$ cat config.mk
export PLATFORM = sky130hd
export DESIGN_NAME = prewish5k_mask_loader
export DESIGN_NICKNAME = d
export VERILOG_FILES = /design/src/rtl/prewish5k_pkg.sv /design/src/rtl/prewish5k_sync_fifo.sv /design/src/rtl/prewish5k_mask_loader.sv
export SDC_FILE = /design/constraint.sdc
export NUM_CORES = 1
export LEC_CHECK = 0
export ABC_AREA = 1
export BUFFER_PORTS_ARGS = -buffer_cell sky130_fd_sc_hd__buf_2
export CAP_MARGIN = 5
export CORE_MARGIN = 8
export CORE_UTILIZATION = 35
export CTS_BUF_LIST = sky130_fd_sc_hd__clkbuf_16
export CTS_CLUSTER_DIAMETER = 120
export CTS_CLUSTER_SIZE = 40
export DETAILED_ROUTE_END_ITERATION = 6
export PLACE_DENSITY = 0.61
export SLEW_MARGIN = 20
export SYNTH_ARGS = -nofsm -noshare
export SYNTH_HDL_FRONTEND = slang
export SYNTH_SLANG_ARGS = --single-unit
$ cat constraint.sdc
create_clock -name CLK_I -period 1.8 [get_ports CLK_I]
set_input_delay 0.09 -clock CLK_I [delete_from_list [all_inputs] [get_ports CLK_I]]
set_output_delay 0.09 -clock CLK_I [all_outputs]
set_load 0.02 [all_outputs]
$ cat src/rtl/prewish5k_pkg.sv
// rtl/prewish5k_pkg.sv - shared types and width helpers for the multi-channel mask loader
package prewish5k_pkg;

    typedef enum logic [1:0] {
        ST_IDLE    = 2'b00,
        ST_PRESENT = 2'b01,
        ST_GAP     = 2'b10
    } out_state_t;

    function automatic int chw(input int nchan);
        return (nchan > 1) ? $clog2(nchan) : 1;
    endfunction

    // A queued event is {channel, mask}.
    function automatic int entry_w(input int nchan, input int dw);
        return chw(nchan) + dw;
    endfunction

endpackage

$ cat src/rtl/prewish5k_sync_fifo.sv
// rtl/prewish5k_sync_fifo.sv - synchronous FIFO, power-of-2 depth, async active-low reset
module prewish5k_sync_fifo #(
    parameter int WIDTH = 8,
    parameter int DEPTH = 4
)(
    input  logic                     clk,
    input  logic                     rst_n,
    input  logic                     push,
    input  logic [WIDTH-1:0]         wdata,
    input  logic                     pop,
    output logic [WIDTH-1:0]         rdata,
    output logic                     full,
    output logic                     empty,
    output logic [$clog2(DEPTH):0]   count
);

    localparam int AW = $clog2(DEPTH);
    localparam int CW = AW + 1;

    logic [WIDTH-1:0] mem [DEPTH];
    logic [AW-1:0]    wr_ptr;
    logic [AW-1:0]    rd_ptr;
    logic             do_push;
    logic             do_pop;

    assign full    = (count == CW'(DEPTH));
    assign empty   = (count == '0);
    assign rdata   = mem[rd_ptr];
    // A full FIFO still accepts a write when the head leaves in the same cycle.
    assign do_pop  = pop && !empty;
    assign do_push = push && (!full || do_pop);

    always_ff @(posedge clk) begin
        if (do_push) begin
            mem[wr_ptr] <= wdata;
        end
    end

    always_ff @(posedge clk or negedge rst_n) begin
        if (!rst_n) begin
            wr_ptr <= '0;
            rd_ptr <= '0;
            count  <= '0;
        end else begin
            if (do_push) begin
                wr_ptr <= wr_ptr + 1'b1;
            end
            if (do_pop) begin
                rd_ptr <= rd_ptr + 1'b1;
            end
            case ({do_push, do_pop})
                2'b10:   count <= count + 1'b1;
                2'b01:   count <= count - 1'b1;
                default: count <= count;
            endcase
        end
    end

endmodule

$ cat src/rtl/prewish5k_mask_loader.sv
// rtl/prewish5k_mask_loader.sv - per-button DIP capture, event queue and STB/ACK presenter
// Optional auto-repeat on held buttons when MASK_LOADER_REPEAT_EN is defined.
module prewish5k_mask_loader
    import prewish5k_pkg::*;
#(
    parameter int NCHAN       = 4,
    parameter int DW          = 8,
    parameter int FIFO_DEPTH  = 4,
    parameter int ALIVE_BITS  = 23,
    parameter int REPEAT_BITS = 22
)(
    input  logic                     CLK_I,
    input  logic                     RST_I,
    input  logic [NCHAN-1:0]         i_buttons,
    input  logic [DW-1:0]            i_dip,
    output logic                     STB_O,
    output logic [DW-1:0]            DAT_O,
    output logic [chw(NCHAN)-1:0]    CHN_O,
    input  logic                     ACK_I,
    output logic                     o_overflow,
    output logic                     o_alive
);

    localparam int CHW = chw(NCHAN);
    localparam int EW  = entry_w(NCHAN, DW);

    logic [NCHAN-1:0]          prev_btn;
    logic [NCHAN-1:0]          pending;
    logic [NCHAN-1:0]          rise;
    logic [NCHAN-1:0]          rep_req;
    logic [NCHAN-1:0]          cap;
    logic [NCHAN-1:0]          clr;
    logic [DW-1:0]             shadow [NCHAN];

    logic                      sel_valid;
    logic [CHW-1:0]            sel_idx;
    logic [DW-1:0]             sel_dat;
    logic [NCHAN-1:0]          sel_onehot;

    logic                      fifo_push;
    logic                      fifo_pop;
    logic                      fifo_full;
    logic                      fifo_empty;
    logic [EW-1:0]             fifo_rdata;
    logic [$clog2(FIFO_DEPTH):0] unused_fifo_count;

    out_state_t                state_q;
    out_state_t                state_d;
    logic [ALIVE_BITS-1:0]     alive_cnt;

    assign rise = i_buttons & ~prev_btn;
    assign cap  = rise | rep_req;

`ifdef MASK_LOADER_REPEAT_EN
    logic [REPEAT_BITS-1:0]    hold_cnt [NCHAN];
    logic [NCHAN-1:0]          held;

    // Timers arm only on a real capture, so a button held through reset never repeats.
    always_ff @(posedge CLK_I or negedge RST_I) begin
        if (!RST_I) begin
            held <= '0;
            for (int c = 0; c < NCHAN; c++) begin
                hold_cnt[c] <= '0;
            end
        end else begin
            for (int c = 0; c < NCHAN; c++) begin
                if (!i_buttons[c]) begin
                    held[c]     <= 1'b0;
                    hold_cnt[c] <= '0;
                end else if (cap[c]) begin
                    held[c]     <= 1'b1;
                    hold_cnt[c] <= '0;
                end else if (held[c]) begin
                    hold_cnt[c] <= hold_cnt[c] + 1'b1;
                end
            end
        end
    end

    always_comb begin
        rep_req = '0;
        for (int c = 0; c < NCHAN; c++) begin
            rep_req[c] = held[c] && i_buttons[c] && (hold_cnt[c] == '1);
        end
    end
`else
    logic unused_repeat_bits;
    assign unused_repeat_bits = (REPEAT_BITS > 0);
    assign rep_req = '0;
`endif

    // Fixed priority: lowest-index pending channel wins.
    always_comb begin
        sel_valid  = 1'b0;
        sel_idx    = '0;
        sel_dat    = '0;
        sel_onehot = '0;
        for (int c = NCHAN - 1; c >= 0; c--) begin
            if (pending[c]) begin
                sel_valid     = 1'b1;
                sel_idx       = CHW'(c);
                sel_dat       = shadow[c];
                sel_onehot    = '0;
                sel_onehot[c] = 1'b1;
            end
        end
    end

    assign fifo_push = sel_valid && !fifo_full;
    assign clr       = fifo_push ? sel_onehot : '0;

    // A fresh capture re-sets pending even when the old event is being pushed.
    always_ff @(posedge CLK_I or negedge RST_I) begin
        if (!RST_I) begin
            prev_btn   <= '1;
            pending    <= '0;
            o_overflow <= 1'b0;
            for (int c = 0; c < NCHAN; c++) begin
                shadow[c] <= '0;
            end
        end else begin
            prev_btn <= i_buttons;
            pending  <= (pending & ~clr) | cap;
            if (|(cap & pending & ~clr)) begin
                o_overflow <= 1'b1;
            end
            for (int c = 0; c < NCHAN; c++) begin
                if (cap[c]) begin
                    shadow[c] <= i_dip;
                end
            end
        end
    end

    prewish5k_sync_fifo #(
        .WIDTH (EW),
        .DEPTH (FIFO_DEPTH)
    ) u_fifo (
        .clk   (CLK_I),
        .rst_n (RST_I),
        .push  (fifo_push),
        .wdata ({sel_idx, sel_dat}),
        .pop   (fifo_pop),
        .rdata (fifo_rdata),
        .full  (fifo_full),
        .empty (fifo_empty),
        .count (unused_fifo_count)
    );

    always_ff @(posedge CLK_I or negedge RST_I) begin
        if (!RST_I) begin
            state_q <= ST_IDLE;
        end else begin
            state_q <= state_d;
        end
    end

    always_comb begin
        state_d  = state_q;
        fifo_pop = 1'b0;
        case (state_q)
            ST_IDLE: begin
                if (!fifo_empty) begin
                    fifo_pop = 1'b1;
                    state_d  = ST_PRESENT;
                end
            end
            ST_PRESENT: begin
                if (ACK_I) begin
                    state_d = ST_GAP;
                end
            end
            ST_GAP:  state_d = ST_IDLE;
            default: state_d = ST_IDLE;
        endcase
    end

    always_ff @(posedge CLK_I or negedge RST_I) begin
        if (!RST_I) begin
            STB_O <= 1'b0;
            DAT_O <= '0;
            CHN_O <= '0;
        end else if (fifo_pop) begin
            STB_O          <= 1'b1;
            {CHN_O, DAT_O} <= fifo_rdata;
        end else if (state_q == ST_PRESENT && ACK_I) begin
            STB_O <= 1'b0;
        end
    end

    always_ff @(posedge CLK_I or negedge RST_I) begin
        if (!RST_I) begin
            alive_cnt <= '0;
        end else begin
            alive_cnt <= alive_cnt + 1'b1;
        end
    end

    assign o_alive = alive_cnt[ALIVE_BITS-1];

endmodule

# Word level (Yosys, flattened, before mapping)
# Memory sizes are Yosys's and may differ from the RTL's. A register that Yosys moved wholly into a read port is not among the register bits.
# Cells that the tools add are included.
# word_totals
ff_bits	74
ramBits	40
inputBits	15
elab_cells	73
mem_count	1
# op_classes
n_addsub	5
n_eq_ne	6
n_mux	27
n_bitwise	7
reduce_logical	14
# memory_table
name	depth	width	read_ports	rd_clocked_by_memory_dff	wr	line	source
u_fifo.mem	4	10	1	1	1	prewish5k_sync_fifo.sv:20	logic [WIDTH-1:0] mem [DEPTH];
# ops
op	n
$mux W8	4
$add A23 B1 Y23 const B	1
$mux W4	5
$and A4 B4 Y4	4
$mux W2	6
$mux W1	10
$not A4 Y4	2
$pmux W3 S2	1
$add A2 B1 Y2 const B	2
$eq A2 B1 Y1 const B	2
$logic_and A1 B1 Y1	4
$ne A2 B2 Y1 const B	2
$or A4 B4 Y4	1
$pmux W2 S2	1
$reduce_bool A2 Y1	2
$reduce_or A4 Y1	1
$add A3 B1 Y3 const B	1
$eq A3 B3 Y1 const B	1
$logic_not A1 Y1	3
$logic_not A3 Y1	1
$sub A3 B1 Y3 const B	1
$eq A2 B2 Y1 const B	1
$logic_not A2 Y1	1
$reduce_and A2 Y1	1
$logic_or A1 B1 Y1	1

# Longest topological paths before layout
# Gate-level depths: netlist of the first run.
# logic_depth
ltp_word	9
mapped_depth	10
ltp_nobuf	9

# Modules after synthesis
# From an unflattened synthesis of the first run, not the netlist that was laid out.
# hier_totals
hier_cells	575
area_unflattened_um2	5422.7
# modules_own_cells
mod	instances	cells_per_inst	area_per_inst_um2	seq_area_each_um2
prewish5k_mask_loader	1	405	3423.3	1931.9
prewish5k_sync_fifo	1	170	1999.4	1376.3

# Worst setup path before layout of the first run
# Ideal clock, no wire load.
# synth_timing
path_kind	reg-to-reg
startpoint	register u_fifo.count[0]
endpoint	register u_fifo.count[2]
setup_time_ns	0.131
t_arrival_ns	1.820
t_required_ns	1.669
slack_ns	-0.151
stages_incl_launch_ff	11
path_cell_list	dfrtp_1 -> inv_1 -> nand3_1 -> nand2_1 -> inv_1 -> buf_2 -> ha_1 -> fa_1 -> a21oi_1 -> o21ai_0 -> xor2_1
# synth_between
elab_chain_len	8
# synth_lines
element	line	source
start: declaration	prewish5k_sync_fifo.sv:14	output logic [$clog2(DEPTH):0] count
start signal: assignment	prewish5k_sync_fifo.sv:52	2'b10: count <= count + 1'b1;
start signal: assignment	prewish5k_sync_fifo.sv:53	2'b01: count <= count - 1'b1;
start signal: assignment	prewish5k_sync_fifo.sv:54	default: count <= count;
$logic_not A3 Y1 *	prewish5k_sync_fifo.sv:27	assign empty = (count == '0);
$mux W1 *	prewish5k_mask_loader.sv:163	if (!fifo_empty) begin
$mux W1 *	prewish5k_mask_loader.sv:161	case (state_q)
named net fifo_pop	prewish5k_mask_loader.sv:41	logic fifo_pop;
$logic_and A1 B1 Y1 *	prewish5k_sync_fifo.sv:30	assign do_pop = pop && !empty;
$logic_or A1 B1 Y1	prewish5k_sync_fifo.sv:31	assign do_push = push && (!full || do_pop);
$logic_and A1 B1 Y1	prewish5k_sync_fifo.sv:31	
$eq A2 B1 Y1 or $eq A2 B2 Y1 (tied branches)	prewish5k_sync_fifo.sv:51	case ({do_push, do_pop})
$pmux W3 S2 or $reduce_bool A2 Y1 (tied branches)	-	
# Mark *: on every way through the listed nets, which the timed path passes. The rest lies on a longest branch.
# A chain may end at the register's enable or synchronous reset.

# Final worst setup path of the first run
# layout_timing
startpoint	register pending[3]
endpoint	register u_fifo.count[1]
# layout_between
elab_chain_len	8
# layout_lines
element	line	source
start: declaration	prewish5k_mask_loader.sv:28	logic [NCHAN-1:0] pending;
start signal: assignment	prewish5k_mask_loader.sv:123	pending <= (pending & ~clr) | cap;
$mux W1 * (4 in series)	prewish5k_mask_loader.sv:99	if (pending[c]) begin
$logic_and A1 B1 Y1 *	prewish5k_mask_loader.sv:109	assign fifo_push = sel_valid && !fifo_full;
$logic_and A1 B1 Y1 *	prewish5k_sync_fifo.sv:31	
$eq A2 B1 Y1 or $eq A2 B2 Y1 (tied branches)	prewish5k_sync_fifo.sv:51	
$pmux W3 S2 or $reduce_bool A2 Y1 (tied branches)	-	
# Every way passes the cells marked *; elsewhere a longest branch is shown, timed or not.

==> results of run 1 <==
-- where the power goes --
part | switching, mW | internal [mW] | total (mW) | leakage [nW]
clock | 1.19 | 1.86 | 3.05 | 0.264
combinational | 1.90 | 1.04 | 2.94 | 1.31
sequential | 0.297 | 3.89 | 4.18 | 1.42
-- worst max-delay path, cell delays in order, from the launching register on --
cell and delay, ps:
dfrtp_1 400, or2_1 280, o21ai_4 170, ha_4 180, fa_2 420, nor2_1 90, a21oi_1 50
-- Yosys cell counts (all sizes together) --
| cell | number |
|---|---|
| nand2 | 203 |
| dfrtp | 80 |
| nand3 | 53 |
| nor2 | 53 |
| edfxtp | 40 |
| inv | 39 |
| o21ai | 36 |
| xor2 | 12 |
| clkbuf | 10 |
| a22oi | 8 |
| xnor2 | 7 |
| a21oi | 6 |
| buf | 6 |
| ha | 6 |
| dfstp | 4 |
| nand4 | 3 |
| clkinv | 1 |
| fa | 1 |
| nand3b | 1 |
| or2 | 1 |
-- cell type report --
class	instances	share of cell area, %
inverter	40	2.292
multi-input combinational	390	29.26
clock buffer	17	6.495
timing repair buffer	58	6.189
tap	188	3.591
sequential	124	50.51
clock inverter	15	1.662
-- path summary, 6_finish.rpt --
path                            start               to  slack (ps)  depth (start not counted)
max reg2reg                pending[3]  u_fifo.count[1]          80                          6
max                        pending[3]  u_fifo.count[1]          80                          6
max in group asynchronous       RST_I      prev_btn[1]         990                          3
min                          i_dip[3]       shadow[11]           5                          3
min reg2reg                  CHN_O[1]         CHN_O[1]         470                          2
min in group asynchronous       RST_I       o_overflow         150                          2
-- per-layer routing --
metal  up-vias  wire length (um)
met5         -                 0
met4         0               130
met3         8               397
met2        67              4753
met1      1843              5507
li1       1972                 -
-- cells in the final DEF, fill, tap and decap left out, types with 17 or more instances in the layout --
cell type,n
clkbuf_16,17
dfrtp_1,80
inv_1,33
buf_2,26
nand2_1,199
o21ai_0,34
buf_4,22
nand3_1,49
nor2_1,42
edfxtp_1,40
-- logic make-up (layout without fill, tap and decap cells) --
| family | after synthesis | count (layout) | synth area share (%) |
|---|---|---|---|
| simple gates | 314 | 314 | 24.82 |
| flops | 124 | 124 | 61.16 |
| buf+inv | 56 | 130 | 3.979 |
| compound gates | 50 | 50 | 5.205 |
| xor+xnor | 19 | 19 | 3.077 |
| fa+ha+maj | 7 | 7 | 1.758 |
-- metrics by stage --
step           setup slack, ps  total power [mW]  cell area (sq um)
2_1_floorplan            17.53             6.138               5433
3_3_place_gp             124.1             7.012               5912
3_5_place_dp             99.58             7.128               5912
4_1_cts                  88.44             10.26               6536
5_1_grt                  19.63             10.88               6550
6_report                 80.62             10.17               6550
-- state kept, by name (all words and copies together) (netlist names) --
signal	count
shadow	32
u_fifo.count	3
alive_cnt	23
pending	4
u_fifo.mem	40
u_fifo.rd_ptr	2
prev_btn	4
CHN_O	2
u_fifo.wr_ptr	2
STB_O	1
o_overflow	1
state_q	2
DAT_O	8
-- what timing repair did --
| item | 4_1_cts | 5_1_grt |
|---|---|---|
| gates resized for setup | 0 | 6 |
| hold buffers | 9 | 0 |
| hold endpoints to repair | 43 | 0 |
| endpoints found under the setup margin | 0 | 1 |
==> impl_metrics.ini, run 1 <==
[status]
outcome = finished clean

[logic_synthesis]
synth_nets = 592
ys_top_cells_by_area = dfrtp_1 37%, edfxtp_1 22%, nand2_1 14%
yosysWarnings = 0
yosysTopAreaCellShare_pct = 37.01
yosys_register_bits = 124
synthesis.instances = 570
ys_seq_area_share_pct = 61.16
syn_avg_cell_area_sq_um = 9.489
synth_area_sq_um = 5409
synth_cell_types = 29
yosys.area.top_type = dfrtp_1

[floorplan]
fp.dieW_um = 140.3
die-area_sq_um = 19690
die_h_um = 140.3
ioPinCount = 28
coreArea_sq_um = 15150
initial_core_util_pct = 35.71
rows = 45

[power_and_ir_drop]
p_leak_nw = 2.993
powerDensity_nw_per_um2 = 1553
peakVddDrop_v = 0.0007238

[placement]
dp_hpwl_um = 7472
dp_cells = 791
port_buffers = 27
place_congestion = 0.8139

[worst_hold_path]
hold_path.class = input pin to flop

[setup_path]
crit_type = flop to flop
path_max_fanout = 4
cp.arrival_ps = 2010
cp-start-kind = flop
critical_path_required_ps = 2090
end_kind = flop

[finish]
layoutNonFillerInstCount = 832
drive_gt1_share_pct = 17.24
nNetsFinal = 653
multiInputGateArea_sq_um = 1917
n_antenna_cell = 0
seqCellArea_sq_um = 3308
syn2layout_area_growth_pct = 21.10
finish.utilization_pct = 43.25
fillers = 1465

[flow_run]
max_cap_violations = 0

[detailed_routing]
via_per_inst = 4.675
totalWireLength_um = 10790
ant_nets = 0
drt-initial-drc-count = 286
num_vias = 3890
wl_per_cell_um = 12.97
drc = 0
first_pass_iters = 4

[timing]
fin_tns_setup_ps = 0
slew_violations = 0
max_slew_margin_pct = 60.08
fin_hold_ws_ps = 4.754
max_slew.worst_pin.slew_ps = 598.1
setup_viol = 0
rsz0062_at_grt = no
fmax_mhz = 581.6
fin_crit_sh_pct = 95.52
fin_skew_ps = 17.24
fin_crit_ps = 1719
finalHoldViolations = 0

[global_routing]
globalRouteMet2Util_pct = 17.36
grt_pass1_vias = 3867
use_met1_pct = 15.87
met3_usage_pct = 3.398
grt_start_max_net_pins = 55
antenna_found_initial = 0
grt_overflow_total = 0
busiest_layer = met2
grt_usage_pct = 11.81
grt_pass1_wl_um = 18750

[clock_tree]
cts.sinks = 124
htreeDepth = 4
clkSlewWorstSetupHoldPaths_ps = 60
post_cts_buffers = 0
insertion_delay_ps = 410
cts_tree = done
root_buffer = clkbuf_16
ctsLongestPathBuffers = 2
cts_made_buffers = 17
(Power assumes the default switching activity.)
==> run 2: changes to the inputs <==
--- a/config.mk
+++ b/config.mk
@@ -14,6 +14,7 @@
 export CTS_CLUSTER_DIAMETER = 120
 export CTS_CLUSTER_SIZE = 40
 export DETAILED_ROUTE_END_ITERATION = 6
+export HOLD_SLACK_MARGIN = 0.12
 export PLACE_DENSITY = 0.61
 export SLEW_MARGIN = 20
 export SYNTH_ARGS = -nofsm -noshare
==> impl_metrics.ini, run 2 (synthesis gave the netlist of run 1 again) <==
[timing]
fmax_mhz = 582.2
setup_viol = 0
rsz0062_at_grt = no
fin_crit_ps = 1718
slew_violations = 0
max_slew.worst_pin.slew_ps = 587.4
setup_slack_ps = 82.27
max_slew_margin_pct = 60.80
fin_skew_ps = 16.22
finalHoldViolations = 0
fin_crit_sh_pct = 95.43
fin_tns_setup_ps = 0

[power_and_ir_drop]
p_sw_mw = 3.388
pwr-share-comb_pct = 29.0
p_int_mw = 6.798
switching_share_pct = 33.26
peakVddDrop_v = 0.0007260
p_leak_nw = 3.013
clkPwrFrac_pct = 29.9
powerDensity_nw_per_um2 = 1543
p_seq_share_pct = 41.0
fin_total_pwr_mw = 10.19

[global_routing]
grt_pass1_wl_um = 18820
grt_usage_pct = 11.85
grt_pass1_vias = 3891
grt_start_max_net_pins = 55
grt_overflow_total = 0
antenna_found_initial = 0

[setup_path]
critical_path_required_ps = 2090
end_kind = flop
path_max_fanout = 4
cp.arrival_ps = 2010
crit_type = flop to flop
worstRegToRegCells = 6
timing.rr.start = pending[3]
r2r-end = u_fifo.count[1]
cp-start-kind = flop
ff2ff_setup_slack_ps = 80

[detailed_routing]
drc = 0
ant_nets = 0
via_per_inst = 4.664
wl_per_cell_um = 12.93
drt-initial-drc-count = 289
totalWireLength_um = 10820
num_vias = 3904
first_pass_iters = 4

[clock_tree]
htreeDepth = 4
cts_tree = done
insertion_delay_ps = 410
ctsLongestPathBuffers = 2
cts.sinks = 124
root_buffer = clkbuf_16
clkSlewWorstSetupHoldPaths_ps = 60
cts_made_buffers = 17

[finish]
nNetsFinal = 658
final_cell_mix = 199 x nand2_1, 80 x dfrtp_1, 49 x nand3_1
regMostFlops = u_fifo.mem
largest_reg_flops = 40
drive_gt1_share_pct = 17.10
mostFrequentLayoutCell = nand2_1
finish.utilization_pct = 43.58
top_regs = u_fifo.mem: 40 flops, shadow: 32 flops, alive_cnt: 23 flops
n_antenna_cell = 0
syn2layout_area_growth_pct = 22.02

[placement]
place_congestion = 0.8139
port_buffers = 27
dp_slack_ps = 99.58
dp_hpwl_um = 7472

[floorplan]
coreArea_sq_um = 15150
die_h_um = 140.3
initial_core_util_pct = 35.71
die-area_sq_um = 19690
rows = 45
fp.dieW_um = 140.3
ioPinCount = 28

[status]
outcome = finished clean

[flow_run]
max_cap_violations = 0

[worst_hold_path]
hold_path.class = input pin to asynchronous set/reset pin
==> run 2: routing by layer <==
metal | part of all wire [%] | wire length, um | up-vias | track usage (%)
li1 | - | - | 1984 | -
met1 | 51 | 5532 | 1849 | 15.87
met2 | 44 | 4778 | 62 | 17.49
met3 | 3.4 | 368 | 9 | 3.398
met4 | 1.3 | 144 | 0 | 5.200
met5 | 0 | 0 | - | 0
==> run 2: how the worst max path moves through the flow <==
stage,start,to,depth (start not counted)
2_1_floorplan,u_fifo.count[0],u_fifo.count[2],10
3_3_place_gp,u_fifo.count[1],u_fifo.count[2],9
3_5_place_dp,u_fifo.count[1],u_fifo.count[2],9
4_1_cts,u_fifo.count[1],u_fifo.count[2],9
5_1_grt,u_fifo.count[1],u_fifo.count[2],9
6_report,pending[3],u_fifo.count[1],6
==> run 2: metrics by stage <==
stage / hold slack [ps] / instance area, sq um / cells
3_3_place_gp: 51.99 / 5912 / 791
3_5_place_dp: 60.99 / 5912 / 791
2_1_floorplan: -205.6 / 5433 / 570
4_1_cts: 160.0 / 6586 / 837
6_report: 149.0 / 6600 / 837
5_1_grt: 194.3 / 6600 / 837
==> run 2: cell type report <==
class / instances / area [sq um]
clock buffer: 17 / 425.4
clock inverter: 15 / 108.9
fill: 1455 / 8546
inverter: 40 / 150.1
multi-input combinational: 390 / 1917
sequential: 124 / 3308
tap: 188 / 235.2
timing repair buffer: 63 / 455.4
==> run 2: worst max-delay path: stages (launching register included) <==
cell	delay [ps]
dfrtp_1	400
or2_1	280
o21ai_4	170
ha_4	180
fa_2	420
nor2_1	90
a21oi_1	50
==> run 2: power groups by stage <==
stage	Sequential, mW	Clock (mW)	Combinational (mW)
floorplan	4.33	0	1.81
global placement	4.20	0	2.81
detailed placement	4.22	0	2.90
CTS	4.18	3.14	2.95
global route	4.26	3.24	3.39
finish	4.18	3.05	2.95
==> run 2: timing repair <==
| item | in CTS | in global routing |
|---|---|---|
| hold buffers | 14 | 0 |
| gates resized for setup | 0 | 6 |
| setup buffers | 0 | 0 |
| hold endpoints to repair | 124 | 0 |
| setup endpoints to repair | 0 | 1 |
